`config.mk`:
```
export PLATFORM = sky130hd
export DESIGN_NAME = regfile_wb_scheduler_flat
export DESIGN_NICKNAME = d
export VERILOG_FILES = /design/src/rtl/regfile_wb_scheduler_if.sv /design/src/rtl/regfile_wb_scheduler.sv /design/src/flat_wrapper.sv
export SDC_FILE = /design/constraint.sdc
export NUM_CORES = 1
export LEC_CHECK = 0
export ABC_AREA = 1
export CAP_MARGIN = 40
export CELL_PAD_IN_SITES_DETAIL_PLACEMENT = 1
export CELL_PAD_IN_SITES_GLOBAL_PLACEMENT = 2
export CORE_ASPECT_RATIO = 0.8
export CORE_UTILIZATION = 39
export CTS_CLUSTER_SIZE = 25
export DETAILED_ROUTE_END_ITERATION = 10
export PLACE_DENSITY_LB_ADDON = 0.1
export SLEW_MARGIN = 40
export SYNTH_ARGS = -nofsm -noshare
export SYNTH_HDL_FRONTEND = slang
export SYNTH_SLANG_ARGS = --single-unit
```
`constraint.sdc`:
```
create_clock -name clk -period 6.44 [get_ports clk]
set_input_delay 0.644 -clock clk [delete_from_list [all_inputs] [get_ports clk]]
set_output_delay 0.644 -clock clk [all_outputs]
set_load 0.01 [all_outputs]
```
`src/rtl/regfile_wb_scheduler_if.sv`:
```
// Writeback request and register-file write-port bundle for regfile_wb_scheduler.
// The master side is the producer of requests and the consumer of write-port
// outputs. The slave side is the scheduler itself.
interface regfile_wb_scheduler_if #(
    parameter int DEPTH = 4,
    parameter int AW    = 5,
    parameter int DW    = 32
);
    localparam int CW = $clog2(DEPTH + 1);

    // core A request channel
    logic          a_valid;
    logic          a_ready;
    logic [AW-1:0] a_addr;
    logic [DW-1:0] a_data;

    // core B request channel
    logic          b_valid;
    logic          b_ready;
    logic [AW-1:0] b_addr;
    logic [DW-1:0] b_data;

    // register file write ports
    logic          wea3;
    logic [AW-1:0] a3;
    logic [DW-1:0] wda3;
    logic          web3;
    logic [AW-1:0] b3;
    logic [DW-1:0] wdb3;

    // occupancy and hazard visibility
    logic [CW-1:0] a_count;
    logic [CW-1:0] b_count;
    logic [31:0]   pend_mask;

    modport master (
        output a_valid, a_addr, a_data,
        output b_valid, b_addr, b_data,
        input  a_ready, b_ready,
        input  wea3, a3, wda3, web3, b3, wdb3,
        input  a_count, b_count, pend_mask
    );

    modport slave (
        input  a_valid, a_addr, a_data,
        input  b_valid, b_addr, b_data,
        output a_ready, b_ready,
        output wea3, a3, wda3, web3, b3, wdb3,
        output a_count, b_count, pend_mask
    );
endinterface

```
`src/rtl/regfile_wb_scheduler.sv`:
```
// Write-side front end for the dual-port register file shared by two cores.
// Each core owns a small FIFO of (register, data) writebacks. Every cycle the
// scheduler drains the FIFO heads onto the two register-file write ports.
// Core A always uses port A and core B always uses port B. When both heads
// target the same register, only one side issues that cycle, and a round-robin
// priority bit decides which. A pending-write mask covers every register that
// is still queued or is currently on a write port, so hazard logic can stall.
module regfile_wb_scheduler #(
    parameter int DEPTH = 4,
    parameter int AW    = 5,
    parameter int DW    = 32
) (
    input  logic                   clk,
    input  logic                   rst_n,
    regfile_wb_scheduler_if.slave  bus
);
    localparam int PW = $clog2(DEPTH);
    localparam int CW = $clog2(DEPTH + 1);

    typedef enum logic {
        PRIO_A = 1'b0,
        PRIO_B = 1'b1
    } prio_t;

    typedef struct packed {
        logic [AW-1:0] addr;
        logic [DW-1:0] data;
    } entry_t;

    // FIFO storage and pointers
    entry_t        mem_a [DEPTH];
    entry_t        mem_b [DEPTH];
    logic [PW-1:0] wr_a, rd_a, wr_b, rd_b;
    logic [CW-1:0] cnt_a, cnt_b;

    // scheduler state and registered write ports
    prio_t         prio;
    logic          we_a, we_b;
    logic [AW-1:0] addr_a, addr_b;
    logic [DW-1:0] data_a, data_b;

    // combinational decisions for the coming edge
    entry_t        head_a, head_b;
    logic          ready_a, ready_b;
    logic          push_a, push_b;
    logic          nonempty_a, nonempty_b;
    logic          same_addr, collide;
    logic          pop_a, pop_b;
    logic [31:0]   pend;

    // Handshake and issue decisions. Both are based only on state from before the edge.
    // A full FIFO refuses pushes even if it pops on the same edge. Register 0 is
    // accepted at the handshake but never stored, because writes to it have no effect.
    always_comb begin
        head_a     = mem_a[rd_a];
        head_b     = mem_b[rd_b];
        ready_a    = (cnt_a != CW'(DEPTH));
        ready_b    = (cnt_b != CW'(DEPTH));
        push_a     = bus.a_valid && ready_a && (bus.a_addr != '0);
        push_b     = bus.b_valid && ready_b && (bus.b_addr != '0);
        nonempty_a = (cnt_a != '0);
        nonempty_b = (cnt_b != '0);
        same_addr  = (head_a.addr == head_b.addr);
        collide    = nonempty_a && nonempty_b && same_addr;
        pop_a      = nonempty_a && (!collide || (prio == PRIO_A));
        pop_b      = nonempty_b && (!collide || (prio == PRIO_B));
    end

    // Core A FIFO bookkeeping. The pointers wrap naturally because DEPTH is a power of two.
    always_ff @(posedge clk or negedge rst_n) begin
        if (!rst_n) begin
            wr_a  <= '0;
            rd_a  <= '0;
            cnt_a <= '0;
        end else begin
            if (push_a) wr_a <= wr_a + PW'(1);
            if (pop_a)  rd_a <= rd_a + PW'(1);
            cnt_a <= cnt_a + CW'(push_a) - CW'(pop_a);
        end
    end

    // Core B FIFO bookkeeping, mirroring core A.
    always_ff @(posedge clk or negedge rst_n) begin
        if (!rst_n) begin
            wr_b  <= '0;
            rd_b  <= '0;
            cnt_b <= '0;
        end else begin
            if (push_b) wr_b <= wr_b + PW'(1);
            if (pop_b)  rd_b <= rd_b + PW'(1);
            cnt_b <= cnt_b + CW'(push_b) - CW'(pop_b);
        end
    end

    // FIFO payload storage. It has no reset because the counts and pointers decide which slots are live.
    always_ff @(posedge clk) begin
        if (push_a) mem_a[wr_a] <= '{addr: bus.a_addr, data: bus.a_data};
        if (push_b) mem_b[wr_b] <= '{addr: bus.b_addr, data: bus.b_data};
    end

    // Issue stage and round-robin state. Write enables pulse for one cycle per entry.
    // Address and data registers hold their last values while idle.
    always_ff @(posedge clk or negedge rst_n) begin
        if (!rst_n) begin
            prio   <= PRIO_A;
            we_a   <= 1'b0;
            we_b   <= 1'b0;
            addr_a <= '0;
            addr_b <= '0;
            data_a <= '0;
            data_b <= '0;
        end else begin
            we_a <= pop_a;
            we_b <= pop_b;
            if (pop_a) begin
                addr_a <= head_a.addr;
                data_a <= head_a.data;
            end
            if (pop_b) begin
                addr_b <= head_b.addr;
                data_b <= head_b.data;
            end
            if (collide) begin
                prio <= (prio == PRIO_A) ? PRIO_B : PRIO_A;
            end
        end
    end

    // Pending-write mask. A slot is live when its distance from the read pointer is below
    // the count. The mask also includes any register currently on a write port.
    always_comb begin
        logic [PW-1:0] off_a;
        logic [PW-1:0] off_b;
        pend = '0;
        for (int i = 0; i < DEPTH; i++) begin
            off_a = PW'(i) - rd_a;
            off_b = PW'(i) - rd_b;
            if ({1'b0, off_a} < cnt_a) pend = pend | (32'd1 << mem_a[i].addr);
            if ({1'b0, off_b} < cnt_b) pend = pend | (32'd1 << mem_b[i].addr);
        end
        if (we_a) pend = pend | (32'd1 << addr_a);
        if (we_b) pend = pend | (32'd1 << addr_b);
        pend[0] = 1'b0;
    end

    assign bus.a_ready   = ready_a;
    assign bus.b_ready   = ready_b;
    assign bus.wea3      = we_a;
    assign bus.a3        = addr_a;
    assign bus.wda3      = data_a;
    assign bus.web3      = we_b;
    assign bus.b3        = addr_b;
    assign bus.wdb3      = data_b;
    assign bus.a_count   = cnt_a;
    assign bus.b_count   = cnt_b;
    assign bus.pend_mask = pend;
endmodule

```
`src/flat_wrapper.sv`:
```
// flat-port wrapper written by rule: the top's interface ports become plain ports
module regfile_wb_scheduler_flat 
#(
    parameter int DEPTH = 4,
    parameter int AW    = 5,
    parameter int DW    = 32
)
  (clk, rst_n, bus_a_valid, bus_a_addr, bus_a_data, bus_b_valid, bus_b_addr, bus_b_data, bus_a_ready, bus_b_ready, bus_wea3, bus_a3, bus_wda3, bus_web3, bus_b3, bus_wdb3, bus_a_count, bus_b_count, bus_pend_mask);
  regfile_wb_scheduler_if #(.DEPTH(DEPTH), .AW(AW), .DW(DW)) bus_i ();
  input  logic clk;
  input  logic rst_n;
  input wire logic [$bits(bus_i.a_valid)-1:0] bus_a_valid;
  input wire logic [$bits(bus_i.a_addr)-1:0] bus_a_addr;
  input wire logic [$bits(bus_i.a_data)-1:0] bus_a_data;
  input wire logic [$bits(bus_i.b_valid)-1:0] bus_b_valid;
  input wire logic [$bits(bus_i.b_addr)-1:0] bus_b_addr;
  input wire logic [$bits(bus_i.b_data)-1:0] bus_b_data;
  output wire logic [$bits(bus_i.a_ready)-1:0] bus_a_ready;
  output wire logic [$bits(bus_i.b_ready)-1:0] bus_b_ready;
  output wire logic [$bits(bus_i.wea3)-1:0] bus_wea3;
  output wire logic [$bits(bus_i.a3)-1:0] bus_a3;
  output wire logic [$bits(bus_i.wda3)-1:0] bus_wda3;
  output wire logic [$bits(bus_i.web3)-1:0] bus_web3;
  output wire logic [$bits(bus_i.b3)-1:0] bus_b3;
  output wire logic [$bits(bus_i.wdb3)-1:0] bus_wdb3;
  output wire logic [$bits(bus_i.a_count)-1:0] bus_a_count;
  output wire logic [$bits(bus_i.b_count)-1:0] bus_b_count;
  output wire logic [$bits(bus_i.pend_mask)-1:0] bus_pend_mask;
  assign bus_i.a_valid = bus_a_valid;
  assign bus_i.a_addr = bus_a_addr;
  assign bus_i.a_data = bus_a_data;
  assign bus_i.b_valid = bus_b_valid;
  assign bus_i.b_addr = bus_b_addr;
  assign bus_i.b_data = bus_b_data;
  assign bus_a_ready = bus_i.a_ready;
  assign bus_b_ready = bus_i.b_ready;
  assign bus_wea3 = bus_i.wea3;
  assign bus_a3 = bus_i.a3;
  assign bus_wda3 = bus_i.wda3;
  assign bus_web3 = bus_i.web3;
  assign bus_b3 = bus_i.b3;
  assign bus_wdb3 = bus_i.wdb3;
  assign bus_a_count = bus_i.a_count;
  assign bus_b_count = bus_i.b_count;
  assign bus_pend_mask = bus_i.pend_mask;
  regfile_wb_scheduler #(.DEPTH(DEPTH), .AW(AW), .DW(DW)) u_core (.clk(clk), .rst_n(rst_n), .bus(bus_i));
endmodule
```
* Word level (Yosys, flattened, before mapping) *
Memories as Yosys holds them, arrays and structs flattened.
Cells that the tools add are included.

storage, ports and cells
  flip-flop bits (word level) = 91
  RAM bits = 296
  bits of input ports = 78
  output and inout bits = 116
  memories = 2

memory list
  name          depth  bits a word  read ports  clocked after Yosys merged registers in  wr ports  RTL line                    RTL
  u_core.mem_a  4      37           5           0                                        1         regfile_wb_scheduler.sv:31  entry_t mem_a [DEPTH];
  u_core.mem_b  4      37           5           0                                        1         regfile_wb_scheduler.sv:32  entry_t mem_b [DEPTH];

cells by class
  $add $sub $neg = 16
  $lt $le $gt $ge = 8
  equality and inequality tests = 3
  shift operators = 10
  mux-type cells = 15
  bitwise logic cells = 10
  reductions and logical operators = 15

operators with widths
  kind                                                                number
  32-bit two-way mux                                                  10
  1-bit by 5-bit left shift with 32-bit output, first input constant  10
  32-bit bitwise OR                                                   9
  2-bit by 3-bit less-than comparator with 1-bit output               8
  5-bit nonzero test                                                  2
  2-bit by 1-bit adder with 2-bit output, second input constant       4
  1-bit logical AND                                                   8
  1-bit by 2-bit subtractor with 2-bit output, first input constant   4
  2-bit subtractor, first input constant                              4
  3-bit by 1-bit adder with 3-bit output                              2
  3-bit inequality test, second input constant                        2
  3-bit nonzero test                                                  2
  3-bit by 1-bit subtractor with 3-bit output                         2
  5-bit == test                                                       1
  1-bit two-way mux                                                   5
  1-bit logical OR                                                    2
  1-bit zero test                                                     1
  1-bit inverter                                                      1

* Logic depth before layout (Yosys ltp) *
  word-level depth = 21
  mapped depth = 20

* Worst setup path before layout *
No wires, ideal clock.

  path type = register to register
  from = register u_core.cnt_a[1] (netlist: u_core.bus.a_count[1])
  to = memory u_core.mem_a[0][0] (netlist bit), enable pin
  arrival = 2,791 ps
  data required time = 6,009 ps
  slack = 3,218 ps
  stages on the path, launching flop included = 9
  clock period less this slack = 3,222 ps
  path through = dfrtp_1 inv_1 nand2_1 nor2_1 inv_1 nand2_1 nor2_1 inv_1 nor2_1

between the ends
  cells in the longest elaborated chain, start to end = 5

RTL lines
  item                                     RTL line                    RTL
  start, declared                          regfile_wb_scheduler.sv:34  logic [CW-1:0] cnt_a, cnt_b;
  start signal, assigned                   regfile_wb_scheduler.sv:78  cnt_a <= cnt_a + CW'(push_a) - CW'(pop_a);
  3-bit inequality test                    regfile_wb_scheduler.sv:57  ready_a = (cnt_a != CW'(DEPTH));
  net bus_a_ready                          flat_wrapper.sv:18          output wire logic [$bits(bus_i.a_ready)-1:0] bus_a_ready;
  1-bit logical AND (2 in series)          regfile_wb_scheduler.sv:59  push_a = bus.a_valid && ready_a && (bus.a_addr != '0);
  net u_core.push_a                        regfile_wb_scheduler.sv:45  logic push_a, push_b;
  1-bit two-way mux                        regfile_wb_scheduler.sv:97  if (push_a) mem_a[wr_a] <= '{addr: bus.a_addr, data: bus.a_data};
  1-bit two-way mux (implied by the code)  regfile_wb_scheduler.sv:97
  end, declared                            regfile_wb_scheduler.sv:31

The timed path passes the listed nets, and every way through them passes these cells.

* Final worst setup path *
  from = register u_core.rd_a[0]
  to = output port bus_pend_mask[12]

between the ends
  cells in the longest elaborated chain, start to end = 21

RTL lines
  item                                                   RTL line                     RTL
  start, declared                                        regfile_wb_scheduler.sv:33   logic [PW-1:0] wr_a, rd_a, wr_b, rd_b;
  start signal, assigned                                 regfile_wb_scheduler.sv:77   if (pop_a) rd_a <= rd_a + PW'(1);
  1-bit by 2-bit subtractor with 2-bit output            regfile_wb_scheduler.sv:136  off_a = PW'(i) - rd_a;
  2-bit by 3-bit less-than comparator with 1-bit output  regfile_wb_scheduler.sv:138  if ({1'b0, off_a} < cnt_a) pend = pend | (32'd1 << mem_a[i].addr);
  32-bit two-way mux                                     regfile_wb_scheduler.sv:138
  32-bit bitwise OR                                      regfile_wb_scheduler.sv:139  if ({1'b0, off_b} < cnt_b) pend = pend | (32'd1 << mem_b[i].addr);
  32-bit two-way mux                                     regfile_wb_scheduler.sv:139
  32-bit bitwise OR                                      regfile_wb_scheduler.sv:138
  32-bit two-way mux                                     regfile_wb_scheduler.sv:138
  32-bit bitwise OR                                      regfile_wb_scheduler.sv:139
  [5 not listed]                                         --
  32-bit bitwise OR                                      regfile_wb_scheduler.sv:138
  32-bit two-way mux (*)                                 regfile_wb_scheduler.sv:138
  32-bit bitwise OR                                      regfile_wb_scheduler.sv:139
  32-bit two-way mux (*)                                 regfile_wb_scheduler.sv:139
  32-bit bitwise OR                                      regfile_wb_scheduler.sv:141  if (we_a) pend = pend | (32'd1 << addr_a);
  32-bit two-way mux (*)                                 regfile_wb_scheduler.sv:141
  32-bit bitwise OR                                      regfile_wb_scheduler.sv:142  if (we_b) pend = pend | (32'd1 << addr_b);
  32-bit two-way mux (*)                                 regfile_wb_scheduler.sv:142
  end, declared                                          flat_wrapper.sv:28           output wire logic [$bits(bus_i.pend_mask)-1:0] bus_pend_mask;

Mark *: on every way between the ends. The rest lies on a longest branch, timed or not.

==> impl_metrics.tcl <==
set metrics [dict create \
    grt_max_degree 77 \
    reg2reg_to "u_core.bus.a_count[2]" \
    r2r_cells 19 \
    r2r_start "u_core.rd_a[0]" \
    layout_common_cells "nand2_1, nand3_1, edfxtp_1" \
    setup_viol 0 \
    synthArstFlopShare 0.235 \
    core_um2 46200 \
    drt_wl_total_um 70300 \
    ctsLongestPathBuffers 3 \
    synth_area_um2 18400 \
    status "finished, final reports clean" \
    row_count 70 \
    io_buffers 192 \
    worstPathMaxFanout 41 \
    post_drt_wl_per_cell_um 25.9 \
    grt_setup_unrepaired "false" \
    yosys.area.top_type "edfxtp_1" \
    r2r_setup_slack_ns 2.58 \
    setup_tns_ns 0 \
    io_pins 194 \
    cp-start-kind "flip-flop" \
    cts_made_buffers 41 \
    endpoint_kind "output pin" \
    final_antenna_net_count 0 \
    syn_area_per_cell_um2 9.68 \
    final_area_um2 22300 \
    gr-total-overflow 0 \
    post_cts_buffers 0 \
    hpwl_um 49800 \
    place_area_um2 21000 \
    finalHoldViolCount 0 \
    track_usage 0.293 \
    fin_cells 2710 \
    synthCells 1903 \
    vias_per_cell 5.76 \
    synthTopCellsByArea "edfxtp_1, dfrtp_1, nand3_1, nand2_1, nor2_1" \
    seq_area_um2 11200 \
    vdd_drop_max_v 0.000273 \
    slew_violations 0 \
    critical_path_class "reg -> out" \
    worst_ep_arrival_time_ns 4.23 \
    start_util 0.399 \
    cts_sinks 387 \
    max_cap_violations 0 \
    timing.final.crit_share 0.757 \
    path_clk_slew_ns 0.06 \
    area_growth_pct 21.2 \
    grt_pass1_wl_um 104000 \
    fin_nets 2163 \
    cts_tree "yes" \
    layout_commonest_cell "nand2_1" \
    slew_headroom 0.407 \
    synth_edf_count 296 \
    synth_seq_cells 387 \
    nFillCells 5121 \
    hold_class "in -> async" \
    vias 15600 \
    synth_top_area_frac 0.483 \
    gp_congestion 1.05 \
    max_freq_mhz 205 \
    tightest_slew_ns 0.881 \
    firstDrtPassIters 5 \
    total_power_uw 11500 \
    die_h_um 196 \
    dp.cells 2631 \
    synth_fp_nets 2003 \
    die_x_um 245 \
    clockRootBuffer "clkbuf_16" \
    drive_above_1_share 0.0563 \
    period_needed_ns 4.88 \
    powerDensity_nw_per_um2 514 \
    initialDrtViolationCount 1330 \
    htree_levels 2 \
    grt_pass1_vias 15800 \
    die-area_um2 48100 \
    cts_hold_buf 0 \
    yosysUniqueCellTypes 39 \
    cts_resized 0 \
    synth_ff_type "edfxtp_1" \
    clk-insertion-delay-late_ns 0.56 \
    drcViolationCount 0 \
    seq_area_frac_synth 0.606 \
    crit_required_ns 5.80 \
    ys_warn_count 0 \
    multi_input_area_um2 6320 \
    fin_skew_ns 0.0158 \
    p_leak_uw 0.00861 \
    antenna_found_initial 2 \
]
-- cells by family (layout without fill, tap and decap cells) --
logic type	count (synthesis)	count (layout)	share of synthesized area
flip-flops	387	387	0.606
other	1	3	0.000204
AND/OR/NAND/NOR	1064	1064	0.259
AO/OA/AOI/OAI	172	172	0.0624
XOR/XNOR	4	4	0.00190
adder cells (fa/ha/maj)	22	22	0.0158
buffers and inverters	253	446	0.0546
-- flip-flops by register name, indices dropped and copies added (netlist names), 2 cells and up --
| signal | flops |
|---|---|
| u_core.bus.wdb3 | 32 |
| u_core.mem_b | 148 |
| u_core.mem_a | 148 |
| u_core.bus.wda3 | 32 |
| u_core.wr_a | 2 |
| u_core.rd_b | 2 |
| u_core.bus.a_count | 3 |
| u_core.bus.a3 | 5 |
| u_core.bus.b_count | 3 |
| u_core.bus.b3 | 5 |
| u_core.rd_a | 2 |
| u_core.wr_b | 2 |
-- metrics by stage --
step | setup WS [ns] | hold slack (ns) | utilization
3_5_place_dp | 2.18 | 0.462 | 0.454
2_1_floorplan | 3.22 | 0.348 | -
6_report | 1.56 | 0.0915 | 0.484
3_3_place_gp | 2.22 | 0.454 | 0.454
5_1_grt | 1.29 | 0.144 | 0.484
4_1_cts | 1.59 | 0.110 | 0.483
-- Yosys cell counts, drive strengths merged, types with 3 or more instances --
master,instances
dfrtp,91
a31oi,7
o22ai,30
nand2,407
xor2,4
and3,3
o21ai,16
buf,29
a211oi,6
nor2,156
edfxtp,296
o2111ai,3
o211ai,3
inv,136
nor3,66
nand4,53
ha,20
a22oi,73
clkbuf,80
a21oi,27
nand3,353
clkinv,8
nor4,23
-- layout make-up --
class	instances	share of cell area
Clock buffer	54	0.0505
Timing Repair Buffer	226	0.0981
Sequential cell	387	0.500
Tap cell	612	0.0343
Multi-Input combinational cell	1263	0.283
Clock inverter	22	0.00930
Antenna cell	2	0.000224
Inverter	144	0.0242
-- metal layers --
| metal | global-route usage | up-vias | routed length, µm |
|---|---|---|---|
| li1 | - | 7040 | - |
| met1 | 0.407 | 7903 | 30900 |
| met2 | 0.474 | 555 | 33000 |
| met3 | 0.0407 | 104 | 4390 |
| met4 | 0.0905 | 2 | 1950 |
| met5 | 0 | - | 13 |
-- worst max-delay path by stage --
stage	start	to	slack, ns	cells past startpoint
floorplan	u_core.bus.a_count[1]	u_core.mem_a[0][0]	3.22	8
global placement	u_core.rd_a[0]	bus_pend_mask[12]	2.22	12
detailed placement	u_core.rd_a[0]	bus_pend_mask[12]	2.18	12
CTS	u_core.rd_a[0]	bus_pend_mask[12]	1.59	12
global route	u_core.rd_b[0]	bus_pend_mask[12]	1.29	13
finish	u_core.rd_a[0]	bus_pend_mask[12]	1.56	12
-- power by group --
part           switching, µW  internal (µW)  total [µW]
Clock                    991           1360        2350
Combinational           3460           1770        5230
Sequential               479           3420        3900
-- worst max-delay path, cell delays in order, from the launching register on --
cell	delay [ns]
dfrtp_1	0.53
buf_4	0.49
inv_1	0.12
buf_4	0.32
nand2_1	0.15
nand3_1	0.08
nand2_1	0.30
inv_1	0.30
nand2_1	0.27
nor2_1	0.09
nor4_1	0.40
nand2_1	0.12
clkdlybuf4s50_1	0.50
Note: power is estimated with default switching activity, not from simulation.
